==> config.mk <==
export PLATFORM = sky130hd
export DESIGN_NAME = note_highway_judge
export DESIGN_NICKNAME = d
export VERILOG_FILES = /design/src/rtl/note_highway_judge.sv
export SDC_FILE = /design/constraint.sdc
export NUM_CORES = 1
export LEC_CHECK = 0
export BUFFER_PORTS_ARGS = -buffer_cell sky130_fd_sc_hd__buf_2
export CORE_ASPECT_RATIO = 0.6
export CORE_MARGIN = 3
export CORE_UTILIZATION = 34
export CTS_BUF_LIST = sky130_fd_sc_hd__clkbuf_4 sky130_fd_sc_hd__clkbuf_8
export CTS_CLUSTER_DIAMETER = 60
export CTS_CLUSTER_SIZE = 14
export DETAILED_ROUTE_END_ITERATION = 8
export PLACE_DENSITY = 0.6
export SETUP_SLACK_MARGIN = 0.02
export SYNTH_ARGS = -nofsm -noshare
export SYNTH_HDL_FRONTEND = slang
export SYNTH_SLANG_ARGS = --single-unit
==> constraint.sdc <==
create_clock -name clk -period 3.8 [get_ports clk]
set_clock_uncertainty 0.2 [all_clocks]
set_input_delay 0.38 -clock clk [delete_from_list [all_inputs] [get_ports clk]]
set_output_delay 0.38 -clock clk [all_outputs]
set_load 0.1 [all_outputs]
==> src/rtl/note_highway_judge.sv <==
// note_highway_judge: scrolling note highway with strum judging, score and combo.
// Beat ticks shift song-ROM note words through a ROWS-deep highway; strums are judged
// against the bottom (hit) row. Optional macro STRUM_HOLDOFF_EN ignores strums for
// HOLDOFF_CYC cycles after each judged strum.
module note_highway_judge #(
    parameter int unsigned ROWS        = 8,
    parameter int unsigned SCORE_W     = 16,
    parameter int unsigned COMBO_W     = 8,
    parameter int unsigned HOLDOFF_CYC = 4
) (
    input  logic                clk,
    input  logic                rst_n,
    input  logic                start,
    input  logic                beat,
    input  logic [4:0]          note_in,
    input  logic                song_end,
    input  logic [4:0]          buttons,
    input  logic                strum,
    output logic [ROWS*5-1:0]   highway,
    output logic [SCORE_W-1:0]  score,
    output logic [COMBO_W-1:0]  combo,
    output logic                hit,
    output logic                miss,
    output logic                busy,
    output logic                done
);

    typedef enum logic [1:0] {StIdle, StRun, StFlush, StDone} state_e;

    state_e                   state_q;
    logic [ROWS-1:0][4:0]     rows_q;
    logic [SCORE_W-1:0]       score_q;
    logic [COMBO_W-1:0]       combo_q;
    logic                     hit_q;
    logic                     miss_q;

    logic                     active;
    logic                     start_accept;
    logic                     strum_free;
    logic                     strum_judged;
    logic                     hit_now;
    logic                     drop_now;
    logic                     miss_now;
    logic [4:0]               hit_row;
    logic [2:0]               mult;
    logic [SCORE_W:0]         score_sum;
    logic [SCORE_W-1:0]       score_sat;
    logic [COMBO_W-1:0]       combo_inc;
    logic [ROWS-1:0][4:0]     rows_judged;
    logic [ROWS-1:0][4:0]     rows_shift;

`ifdef STRUM_HOLDOFF_EN
    localparam int unsigned HoldW = $clog2(HOLDOFF_CYC + 1);
    logic [HoldW-1:0] holdoff_q;

    assign strum_free = (holdoff_q == '0);

    // Holdoff counter: reloads on each judged strum, counts down to zero.
    always_ff @(posedge clk or negedge rst_n) begin
        if (!rst_n) begin
            holdoff_q <= '0;
        end else if (start_accept) begin
            holdoff_q <= '0;
        end else if (strum_judged) begin
            holdoff_q <= HoldW'(HOLDOFF_CYC);
        end else if (holdoff_q != '0) begin
            holdoff_q <= holdoff_q - 1'b1;
        end
    end
`else
    assign strum_free = 1'b1;
`endif

    // Judge strums against the pre-shift hit row and build the next highway contents.
    always_comb begin
        active       = (state_q == StRun) || (state_q == StFlush);
        start_accept = start && ((state_q == StIdle) || (state_q == StDone));
        hit_row      = rows_q[ROWS-1];
        strum_judged = active && strum && strum_free;
        hit_now      = strum_judged && (hit_row != 5'd0) && (buttons == hit_row);
        // A row hit this cycle has already been cleared, so it cannot also drop.
        drop_now     = active && beat && (hit_row != 5'd0) && !hit_now;
        miss_now     = (strum_judged && !hit_now) || drop_now;

        if (combo_q >= COMBO_W'(24)) begin
            mult = 3'd4;
        end else begin
            mult = 3'(combo_q >> 3) + 3'd1;
        end
        score_sum = {1'b0, score_q} + (SCORE_W + 1)'(mult);
        score_sat = score_sum[SCORE_W] ? {SCORE_W{1'b1}} : score_sum[SCORE_W-1:0];
        combo_inc = (&combo_q) ? combo_q : combo_q + 1'b1;

        rows_judged = rows_q;
        if (hit_now) begin
            rows_judged[ROWS-1] = 5'd0;
        end
        rows_shift    = rows_judged << 5;
        rows_shift[0] = (state_q == StRun) ? note_in : 5'd0;
    end

    // Main FSM with registered score, combo and pulse outputs.
    always_ff @(posedge clk or negedge rst_n) begin
        if (!rst_n) begin
            state_q <= StIdle;
            rows_q  <= '0;
            score_q <= '0;
            combo_q <= '0;
            hit_q   <= 1'b0;
            miss_q  <= 1'b0;
        end else begin
            hit_q  <= 1'b0;
            miss_q <= 1'b0;
            unique case (state_q)
                StIdle, StDone: begin
                    if (start) begin
                        state_q <= StRun;
                        rows_q  <= '0;
                        score_q <= '0;
                        combo_q <= '0;
                    end
                end
                StRun, StFlush: begin
                    if (hit_now) begin
                        hit_q   <= 1'b1;
                        score_q <= score_sat;
                        combo_q <= combo_inc;
                    end
                    if (miss_now) begin
                        miss_q  <= 1'b1;
                        combo_q <= '0;
                    end
                    if (beat) begin
                        rows_q <= rows_shift;
                        if (state_q == StRun && song_end) begin
                            state_q <= StFlush;
                        end else if (state_q == StFlush && rows_shift == '0) begin
                            state_q <= StDone;
                        end
                    end else begin
                        rows_q <= rows_judged;
                    end
                end
                default: state_q <= StIdle;
            endcase
        end
    end

    assign highway = rows_q;
    assign score   = score_q;
    assign combo   = combo_q;
    assign hit     = hit_q;
    assign miss    = miss_q;
    assign busy    = (state_q == StRun) || (state_q == StFlush);
    assign done    = (state_q == StDone);

endmodule

==> flow_summary.json, run 1 <==
{
  "grtUsageTotal": 0.1766,
  "regArea_um2": 1702,
  "detail_route.wl_per_cell_um": 17.18,
  "vdd_drop_max_mv": 0.8208,
  "fin_area_um2": 4074,
  "numCtsBuffers": 9,
  "cts_htree_levels": 3,
  "core_um2": 9290,
  "synth_fp_nets": 337,
  "syn-cell-area_um2": 3286,
  "ys_ff_latch": 68,
  "clockBufferDepth": 2,
  "regToRegStartpoint": "combo[3]",
  "status": "completed",
  "viasPerCell": 5.377,
  "die_x_um": 132.9,
  "cp.depth": 8,
  "critical_path_required_ns": 3.84,
  "place_area_um2": 3830,
  "fp.dieH_um": 82.15,
  "stdcell_count": 530,
  "synthArstFlopShare": 1.000,
  "crit_start": "combo[3]",
  "cts_resized": 0,
  "dp.cells": 513,
  "grt-ovfl-total": 0,
  "ys.warnings.count": 0,
  "synth_edf_count": 0,
  "end_kind": "register",
  "swShare": 0.5726,
  "num_rows": 27,
  "fillCellCount": 911,
  "setup_viol": 0,
  "initial_core_util": 0.3537,
  "max_stage_delay_ns": 0.53,
  "p_sw_mw": 2.234,
  "reg2regPathDepth": 8,
  "dp_hpwl_um": 6551,
  "avgSynthCellArea_um2": 10.56,
  "p_int_mw": 1.667,
  "grt_pass1_vias": 2841,
  "p_leak_nw": 2.035,
  "clockRootBuffer": "clkbuf_8",
  "antenna_found_initial": 1,
  "grtUsageMet3": 0.05327,
  "path_cells": "a2111oi_0, nand2b_1, ha_1, a21o_1, nand3b_1, nand2b_1, nand2_1, o221a_2",
  "postCtsHoldBufs": 1,
  "maxSlewHeadroom": 0.4362,
  "cts.sinks": 68,
  "fin_nets": 421,
  "slowest_stage": "a2111oi_0",
  "die_area_um2": 10920,
  "finalWeightedCongestion": 0.8172,
  "crit_family": "compound AO/OA/AOI/OAI gates",
  "drc_errors": 0,
  "hold_viol": 0,
  "yosys.area.top_type_share": 0.5179,
  "fin_crit_sh": 0.7657,
  "rr_endpoint": "score[3]",
  "seq_area_frac_synth": 0.5179,
  "yosys-top-cells-area": "dfrtp_1 (52%), a22o_1 (8.0%), ha_1 (3.4%)",
  "worstPathMaxFanout": 7,
  "yosys.cell_types.count": 47,
  "hold_class": "in2reg",
  "drt_iter0_drc": 180,
  "rsz0062_at_grt": "false",
  "start_kind": "register",
  "drive_above_1_share": 0.2875,
  "cts_tree": "done",
  "reg2reg_setup_slack_ns": 0.89,
  "num_vias": 2850,
  "crit_type": "reg2reg",
  "worstHoldStart": "note_in[1]",
  "cp_num_buf_inv": 0,
  "use_met1": 0.2527,
  "postCtsSetupBuffers": 0,
  "wirelength_um": 9107,
  "port_buffers": 83,
  "ys.flop_type": "dfrtp_1",
  "powerDensity_nw_per_um2": 957.6,
  "firstDrtPassIters": 4,
  "slew_viol_final": 0,
  "pwr-share-comb": 0.548,
  "grtUsageMet2": 0.2611,
  "antenna_left": 0,
  "pin_count": 84,
  "yosys.area.top_type": "dfrtp_1",
  "diodes": 0,
  "path_common_cell": "nand2b_1",
  "finalSetupTns_ns": 0,
  "busiest_layer": "met2",
  "fmax_mhz": 343.7,
  "cp-endpoint": "score[3]",
  "syn2layout_area_growth_pct": 23.99,
  "multiInputGateArea_um2": 1486,
  "period_needed_ns": 2.910,
  "maxCapViolations": 0,
  "final_util": 0.4385,
  "grt_pass1_wl_um": 15120,
  "clk_pin_slew_worst_paths_ns": 0.08,
  "seqPwrFrac": 0.274,
  "clk_latency_ns": 0.35,
  "worst_pin_slew_ns": 0.8419,
  "cp.arrival_ns": 2.95,
  "p_clk_frac": 0.178,
  "synth_cells": 311,
  "grt_start_max_net_pins": 49
}
==> cell type report <==
cell class / instances / area share
Clock buffer: 11 / 0.03716
Clock inverter: 5 / 0.02027
Inverter: 9 / 0.008292
Multi-Input combinational cell: 219 / 0.3649
Sequential cell: 68 / 0.4177
Tap cell: 130 / 0.03993
Timing Repair Buffer: 88 / 0.1118
==> how the worst min path moves through the flow <==
stage | slack (ns) | cells past startpoint | end
after CTS | 0.07 | 2 | highway[1]
after global routing | 0.06 | 2 | highway[1]
after global placement | 0.19 | 1 | score[6]
final | 0.08 | 2 | highway[1]
after detailed placement | 0.17 | 1 | score[6]
after floorplan | -0.12 | 0 | combo[0]
==> sequential cells by signal, summed over array words and instances, names as in the netlist <==
register,count
score,16
state_q,2
combo,8
miss,1
hit_row,5
highway,35
hit,1
==> power by group through the flow <==
stage               logic, mW  registers (mW)  clock network [mW]
finish                   2.14            1.07               0.695
global placement         2.13            1.08                   0
detailed placement       2.15            1.08                   0
global route             2.26            1.10               0.744
floorplan               0.703            2.08                   0
CTS                      2.15            1.07               0.714
==> layout by cell type, fill, tap and decap left out, types with 4 or more instances in the layout <==
cell and n:
buf_4 4, dfrtp_1 68, and4_1 7, clkbuf_8 11, ha_1 9, nor2_1 11, and2_1 4, buf_2 83
and3_1 6, o31ai_1 4, nand4_1 5, a31oi_1 4, a22o_1 30, a211oi_1 4, nand3_1 7, o21ai_0 16
a32o_1 5, nand2_1 27, nor4_1 10, inv_1 8, nor3_1 13, a21oi_1 16, xnor2_1 8
==> cells by family after synthesis <==
| logic type | Yosys count | share of synthesized area |
|---|---|---|
| compound gates | 94 | 0.2095 |
| buf+inv | 24 | 0.03122 |
| simple gates | 107 | 0.1797 |
| fa+ha+maj | 10 | 0.04037 |
| xor+xnor | 8 | 0.02133 |
| flops | 68 | 0.5179 |
==> through the flow <==
stage	hold slack [ns]	setup slack [ns]	power (mW)
after floorplan	-0.1156	0.6527	2.787
after global placement	0.1872	0.9892	3.207
after detailed placement	0.1730	0.9244	3.224
after CTS	0.06574	0.8890	3.930
after global routing	0.05925	0.5647	4.096
final	0.08232	0.8903	3.901
==> worst reg2reg max path: stages, from the launching register on <==
cell	delay (ns)
dfrtp_1	0.45
a2111oi_0	0.53
nand2b_1	0.14
ha_1	0.35
a21o_1	0.21
nand3b_1	0.19
nand2b_1	0.33
nand2_1	0.15
o221a_2	0.25
==> layer usage <==
metal	vias up	part of all wire
li1	1354	-
met1	1404	0.52
met2	80	0.42
met3	10	0.056
met4	2	0.0090
met5	-	0.00077
==> cell usage after synthesis (2+ instances only) <==
cell,number
a21oi_1,16
a31oi_1,4
a21o_1,2
inv_1,8
a2bb2oi_1,2
and4_1,7
nand3_1,7
nand4_1,5
nor4b_1,2
nand2b_1,2
dfrtp_1,68
o21ai_0,16
a211oi_1,4
nor2b_1,3
a22o_1,30
nor4_1,10
xnor2_1,8
a311oi_1,2
a32o_1,5
and3_1,6
nand3b_1,2
nor3_1,13
and2_1,4
ha_1,9
nor3_2,2
o21ai_2,2
nand2_1,27
nor2_1,12
o31ai_1,4
clkbuf_1,12
(Power assumes the default switching activity.)
==> inputs of run 2 (changes only) <==
--- a/config.mk
+++ b/config.mk
@@ -5,6 +5,7 @@
 export SDC_FILE = /design/constraint.sdc
 export NUM_CORES = 1
 export LEC_CHECK = 0
+export ABC_AREA = 1
 export BUFFER_PORTS_ARGS = -buffer_cell sky130_fd_sc_hd__buf_2
 export CORE_ASPECT_RATIO = 0.6
 export CORE_MARGIN = 3
@@ -13,7 +14,7 @@
 export CTS_CLUSTER_DIAMETER = 60
 export CTS_CLUSTER_SIZE = 14
 export DETAILED_ROUTE_END_ITERATION = 8
-export PLACE_DENSITY = 0.6
+export PLACE_DENSITY = 0.59
 export SETUP_SLACK_MARGIN = 0.02
 export SYNTH_ARGS = -nofsm -noshare
 export SYNTH_HDL_FRONTEND = slang
==> constraint.sdc (replaced) <==
create_clock -name clk -period 2.8 [get_ports clk]
set_clock_uncertainty 0.2 [all_clocks]
set_input_delay 0.28 -clock clk [delete_from_list [all_inputs] [get_ports clk]]
set_output_delay 0.28 -clock clk [all_outputs]
set_load 0.1 [all_outputs]
==> run 2 against run 1 <==
  * Combinational power up 52%
  * Critical path depth is 4 higher
  * Sequential share of layout area is 4.2 points lower
  * Hold slack worse by 0.060 ns
  * Critical endpoint is now score[9]
  * Highest routed layer is now met4
==> flow_summary.json, run 2 <==
{
  "status": "completed",
  "fp.dieH_um": 87.47,
  "path_cells": "ha_1, inv_1, nand4_1, ha_1, nand2_1, nand2_1, nand2_1, nor2_4, nand3_2, nand3b_1, nand2_1, nand2_1",
  "cp.arrival_ns": 2.63,
  "ys_ff_latch": 68,
  "cp_num_buf_inv": 1,
  "slowest_stage": "dfrtp_2",
  "hold_class": "in2reg",
  "worst_pin_slew_ns": 0.6069,
  "clk_latency_ns": 0.36,
  "ys.flop_type": "dfrtp_1",
  "fmax_mhz": 394.6,
  "slew_viol_final": 0,
  "worstPathMaxFanout": 12,
  "avgSynthCellArea_um2": 7.868,
  "maxSlewHeadroom": 0.5954,
  "worstHoldStart": "song_end",
  "yosysMostFrequentCell": "nand2_1",
  "dp_hpwl_um": 7767,
  "pre_cts_slack_ns": 0.2908,
  "rr_endpoint": "score[9]",
  "cp.depth": 12,
  "grt_pass1_wl_um": 16950,
  "cts.sinks": 68,
  "p_leak_nw": 2.474,
  "cts_tree": "done",
  "cts_htree_levels": 3,
  "cp-endpoint": "score[9]",
  "finalSetupTns_ns": 0,
  "synthArstFlopShare": 1.000,
  "port_buffers": 83,
  "initial_core_util": 0.3526,
  "viasPerCell": 4.913,
  "end_kind": "register",
  "maxCapViolations": 0,
  "die_area_um2": 12400,
  "antenna_left": 0,
  "pin_count": 84,
  "synth_cells": 478,
  "path_common_cell": "nand2_1",
  "clockRootBuffer": "clkbuf_8",
  "num_vias": 3483,
  "reg2regPathDepth": 12,
  "max_stage_delay_ns": 0.45,
  "yosys.area.top_type": "dfrtp_1",
  "rsz0062_at_grt": "false",
  "seq_area_frac_synth": 0.4524,
  "syn-cell-area_um2": 3761,
  "wirelength_um": 10570,
  "critical_path_required_ns": 2.89,
  "core_um2": 10670,
  "drc_errors": 0,
  "final_common_cell": "nand2_1",
  "grt_start_max_net_pins": 47,
  "finalWeightedCongestion": 0.9751,
  "firstDrtPassIters": 5,
  "crit_start": "combo[3]",
  "synth_fp_nets": 504,
  "start_kind": "register",
  "diodes": 0,
  "clk_pin_slew_worst_paths_ns": 0.08,
  "syn2layout_area_growth_pct": 20.86,
  "fin_crit_sh": 0.9050,
  "grt_pass1_vias": 3183,
  "die_x_um": 141.8,
  "regToRegStartpoint": "combo[3]",
  "drive_above_1_share": 0.2263,
  "clockBufferDepth": 2,
  "grtUsageTotal": 0.1757,
  "period_needed_ns": 2.534,
  "powerDensity_nw_per_um2": 1198,
  "final_cell_mix": "nand2_1 (124), buf_2 (83), inv_1 (73)",
  "antenna_found_initial": 0,
  "reg2reg_setup_slack_ns": 0.27,
  "crit_type": "reg2reg",
  "yosys.cell_types.count": 36,
  "largest_register_ffs": 35,
  "fin_nets": 591,
  "synth_edf_count": 0,
  "yosys-top-cells-area": "dfrtp_1 (45%), nand2_1 (12%), inv_1 (7.3%)",
  "ys.warnings.count": 0,
  "yosys.area.top_type_share": 0.4524,
  "numCtsBuffers": 9,
  "vdd_drop_max_mv": 0.8552,
  "crit_family": "simple AND/OR/NAND/NOR gates",
  "hold_viol": 0,
  "synthTopCellsByCount": "nand2_1 (124), inv_1 (73), dfrtp_1 (68)",
  "num_rows": 29,
  "setup_ws_ns": 0.2660,
  "drt_iter0_drc": 252,
  "grt-ovfl-total": 0,
  "detail_route.wl_per_cell_um": 14.91,
  "setup_viol": 0
}
[run 2: changes by cell type after synthesis, sizes merged, moves of 9 or more]
cell   change
nor2      +30
o22ai     +37
inv       +67
nand2    +103
nor4      -10
a21oi     -14
nand3     +34
nand4      +9
buf        +9
a22o      -30
[run 2: per-stage QoR]
step,hold slack (ns),total power [mW],instance area [um^2],instances,util
floorplan,-0.2156,3.997,3767,478,-
global placement,0.1143,4.576,4300,689,0.4031
CTS,0.001173,5.478,4546,709,0.4261
global route,0.005118,5.752,4546,709,0.4261
finish,0.02183,5.446,4546,709,0.4261
detailed placement,0.1149,4.596,4300,689,0.4031
[run 2: what timing repair did]
| action | 4_1_cts | 5_1_grt |
|---|---|---|
| hold buffers | 4 | 0 |
| hold endpoints to repair | 25 | 0 |
| gates resized for setup | 0 | 0 |
| buffers inserted | 0 | 0 |
[run 2: worst min-delay path, cell delays in order]
cell	delay, ns
buf_2	0.09
nand2_1	0.05
nand3_1	0.07
nand2_1	0.05
[run 2: cell type report]
class / instances / area, um^2
clock buffer: 9 / 123.9
multi-input combinational: 317 / 1653
clock inverter: 7 / 81.33
fill: 1074 / 6122
timing repair buffer: 93 / 513.0
inverter: 76 / 292.8
sequential: 68 / 1708
tap: 139 / 173.9
[run 2: cells by family after synthesis]
logic type,Yosys count,synth area share
fa+ha+maj,10,0.03526
compound gates,55,0.09115
flops,68,0.4524
buf+inv,93,0.1081
xor+xnor,8,0.01863
simple gates,244,0.2944
[run 2: routing by layer]
metal  routed length [um]  share of wire  vias to the layer above  GRT usage
li1                     -              -                     1732          -
met1                 5447           0.52                     1637     0.2681
met2                 4289           0.41                      102     0.2369
met3                  697          0.066                       12    0.05924
met4                  140          0.013                        0    0.03746
met5                    0              0                        -          0
[run 2: worst min-delay path by stage]
stage	endpoint	slack, ns	cells after the start
6_report	state_q[0]	0.02	4
5_1_grt	highway[3]	0.005	3
4_1_cts	highway[3]	0.001	3
3_5_place_dp	combo[4]	0.11	1
3_3_place_gp	combo[4]	0.11	1
2_1_floorplan	combo[0]	-0.22	0
[run 2: report_power, final]
part | total (mW) | switching (mW) | internal, mW
combinational | 3.25 | 2.66 | 0.583
clock | 0.860 | 0.437 | 0.424
sequential | 1.34 | 0.152 | 1.19
total | 5.45 | 3.25 | 2.19
==> inputs of run 3 (changes only) <==
--- a/config.mk
+++ b/config.mk
@@ -6,7 +6,6 @@
 export NUM_CORES = 1
 export LEC_CHECK = 0
 export ABC_AREA = 1
-export BUFFER_PORTS_ARGS = -buffer_cell sky130_fd_sc_hd__buf_2
 export CORE_ASPECT_RATIO = 0.6
 export CORE_MARGIN = 3
 export CORE_UTILIZATION = 34
@@ -14,7 +13,8 @@
 export CTS_CLUSTER_DIAMETER = 60
 export CTS_CLUSTER_SIZE = 14
 export DETAILED_ROUTE_END_ITERATION = 8
-export PLACE_DENSITY = 0.59
+export DONT_BUFFER_PORTS = 1
+export PLACE_DENSITY = 0.53
 export SETUP_SLACK_MARGIN = 0.02
 export SYNTH_ARGS = -nofsm -noshare
 export SYNTH_HDL_FRONTEND = slang
==> run 3 against run 2 <==
  * Final cell count down 1.8%
  * Highest routed layer unchanged
  * Largest power group unchanged
  * Sequential power about the same
  * Die area unchanged
  * Via count up 1.6%
  * Total power up 1.8%
  * Critical path type unchanged
==> flow_summary.json, run 3 (same netlist as run 2, synthesis figures left out) <==
{
  "dr_wl_met3_um": 1084,
  "antenna_left": 0,
  "numCtsBuffers": 9,
  "port_buffers": 0,
  "final_cell_mix": "nand2_1 (124), inv_1 (73), buf_4 (72)",
  "finalWeightedCongestion": 0.8701,
  "grt_start_max_net_pins": 69,
  "maxCapViolations": 0,
  "setup_viol": 0,
  "fp.dieH_um": 87.47,
  "initial_core_util": 0.3526,
  "clk_latency_ns": 0.35,
  "max_stage_delay_ns": 0.44,
  "core_um2": 10670,
  "p_leak_nw": 2.424,
  "die_area_um2": 12400,
  "postCtsSetupBuffers": 0,
  "pre_cts_slack_ns": 0.2255,
  "cts.sinks": 68,
  "finalSetupTns_ns": 0,
  "worstPathMaxFanout": 7,
  "hold_class": "in2reg",
  "start_kind": "register",
  "fmax_mhz": 393.3,
  "status": "completed",
  "syn2layout_area_growth_pct": 24.32,
  "clockBufferDepth": 2,
  "slew_viol_final": 0,
  "maxSlewHeadroom": 0.4272,
  "met1_length_um": 5746,
  "detail_route.wl_per_cell_um": 16.39,
  "hold_viol": 0,
  "pin_count": 84,
  "grtUsageTotal": 0.1906,
  "vdd_drop_max_mv": 0.6911,
  "fin_nets": 579,
  "diodes": 0,
  "final_common_cell": "nand2_1",
  "fin_crit_sh": 0.9082,
  "crit_type": "reg2reg",
  "worst_pin_slew_ns": 0.8597,
  "largest_register_ffs": 35,
  "dp_hpwl_um": 8357,
  "cts_htree_levels": 3,
  "num_rows": 29,
  "cts_tree": "done",
  "slowest_stage": "dfrtp_2",
  "grt_pass1_wl_um": 18260,
  "top_layer_used": "met4",
  "period_needed_ns": 2.543,
  "clockRootBuffer": "clkbuf_8",
  "critical_path_required_ns": 2.84,
  "end_kind": "register",
  "wl_met2_um": 4453,
  "viasPerCell": 5.086,
  "drc_errors": 0,
  "cp.arrival_ns": 2.58,
  "reg2reg_setup_slack_ns": 0.26,
  "num_vias": 3540,
  "powerDensity_nw_per_um2": 1185,
  "grt-ovfl-total": 0,
  "drive_above_1_share": 0.2029,
  "wirelength_um": 11410,
  "clk_pin_slew_worst_paths_ns": 0.08,
  "path_common_cell": "nand2_1",
  "die_x_um": 141.8,
  "path_cells": "nand2_1, nand3_1, nor2_1, ha_1, fa_1, nand2_1, nand2_1, nand2_1, nor2_4, nand2_1, nor2_1, nand3b_1, nand2_1, nand2_1",
  "timing.hold.ws_ns": 0.04301,
  "rsz0062_at_grt": "false",
  "drt_iter0_drc": 368,
  "setup_ws_ns": 0.2572,
  "firstDrtPassIters": 5,
  "grt_pass1_vias": 3350,
  "antenna_found_initial": 0
}
-- run 3: routing by layer --
metal,up-vias,track usage
met5,-,0
met4,0,0.04443
met3,11,0.06967
met2,130,0.2502
met1,1687,0.2915
li1,1712,-
-- run 3: path summary, 6_finish.rpt --
path                            cells past startpoint         end        from
worst max-delay path                               14   score[14]    combo[3]
worst min-delay path                                4  state_q[1]    song_end
worst max register to register                     14   score[14]    combo[3]
worst min register to register                      2  state_q[1]  state_q[1]
max in group asynchronous                           2  highway[0]       rst_n
min in group asynchronous                           2    combo[3]       rst_n
-- run 3: repair_timing --
item | CTS | global route
hold buffers | 9 | 0
endpoints found under the setup margin | 0 | 8
resized for setup | 0 | 2
hold endpoints to repair | 75 | 0
-- run 3: power breakdown --
group	switching [mW]	internal [mW]
clock network	0.402	0.408
logic	2.69	0.706
registers	0.151	1.18
total	3.24	2.30
-- run 3: per-stage QoR --
step | instance area (um^2) | instances | total power [mW] | util
2_1_floorplan | 3767 | 478 | 3.997 | -
3_3_place_gp | 4368 | 672 | 4.681 | 0.4095
3_5_place_dp | 4368 | 672 | 4.704 | 0.4095
4_1_cts | 4666 | 696 | 5.573 | 0.4374
5_1_grt | 4676 | 696 | 5.831 | 0.4383
6_report | 4676 | 696 | 5.541 | 0.4383
-- run 3: layout make-up --
cell class	count	area (um^2)
fillers	1062	5992
repair buffers	81	648.1
flip-flops and latches	68	1708
multi-input cells	317	1663
clock inverters	6	66.31
inverters	76	292.8
clock buffers	9	123.9
well taps	139	173.9
-- run 3: worst max-delay path: cells and delay by family (launching register included) --
family	cells	cell delay, ns
AND/OR/NAND/NOR	12	1.21
adder cells (fa/ha/maj)	2	0.59
flip-flops	1	0.44
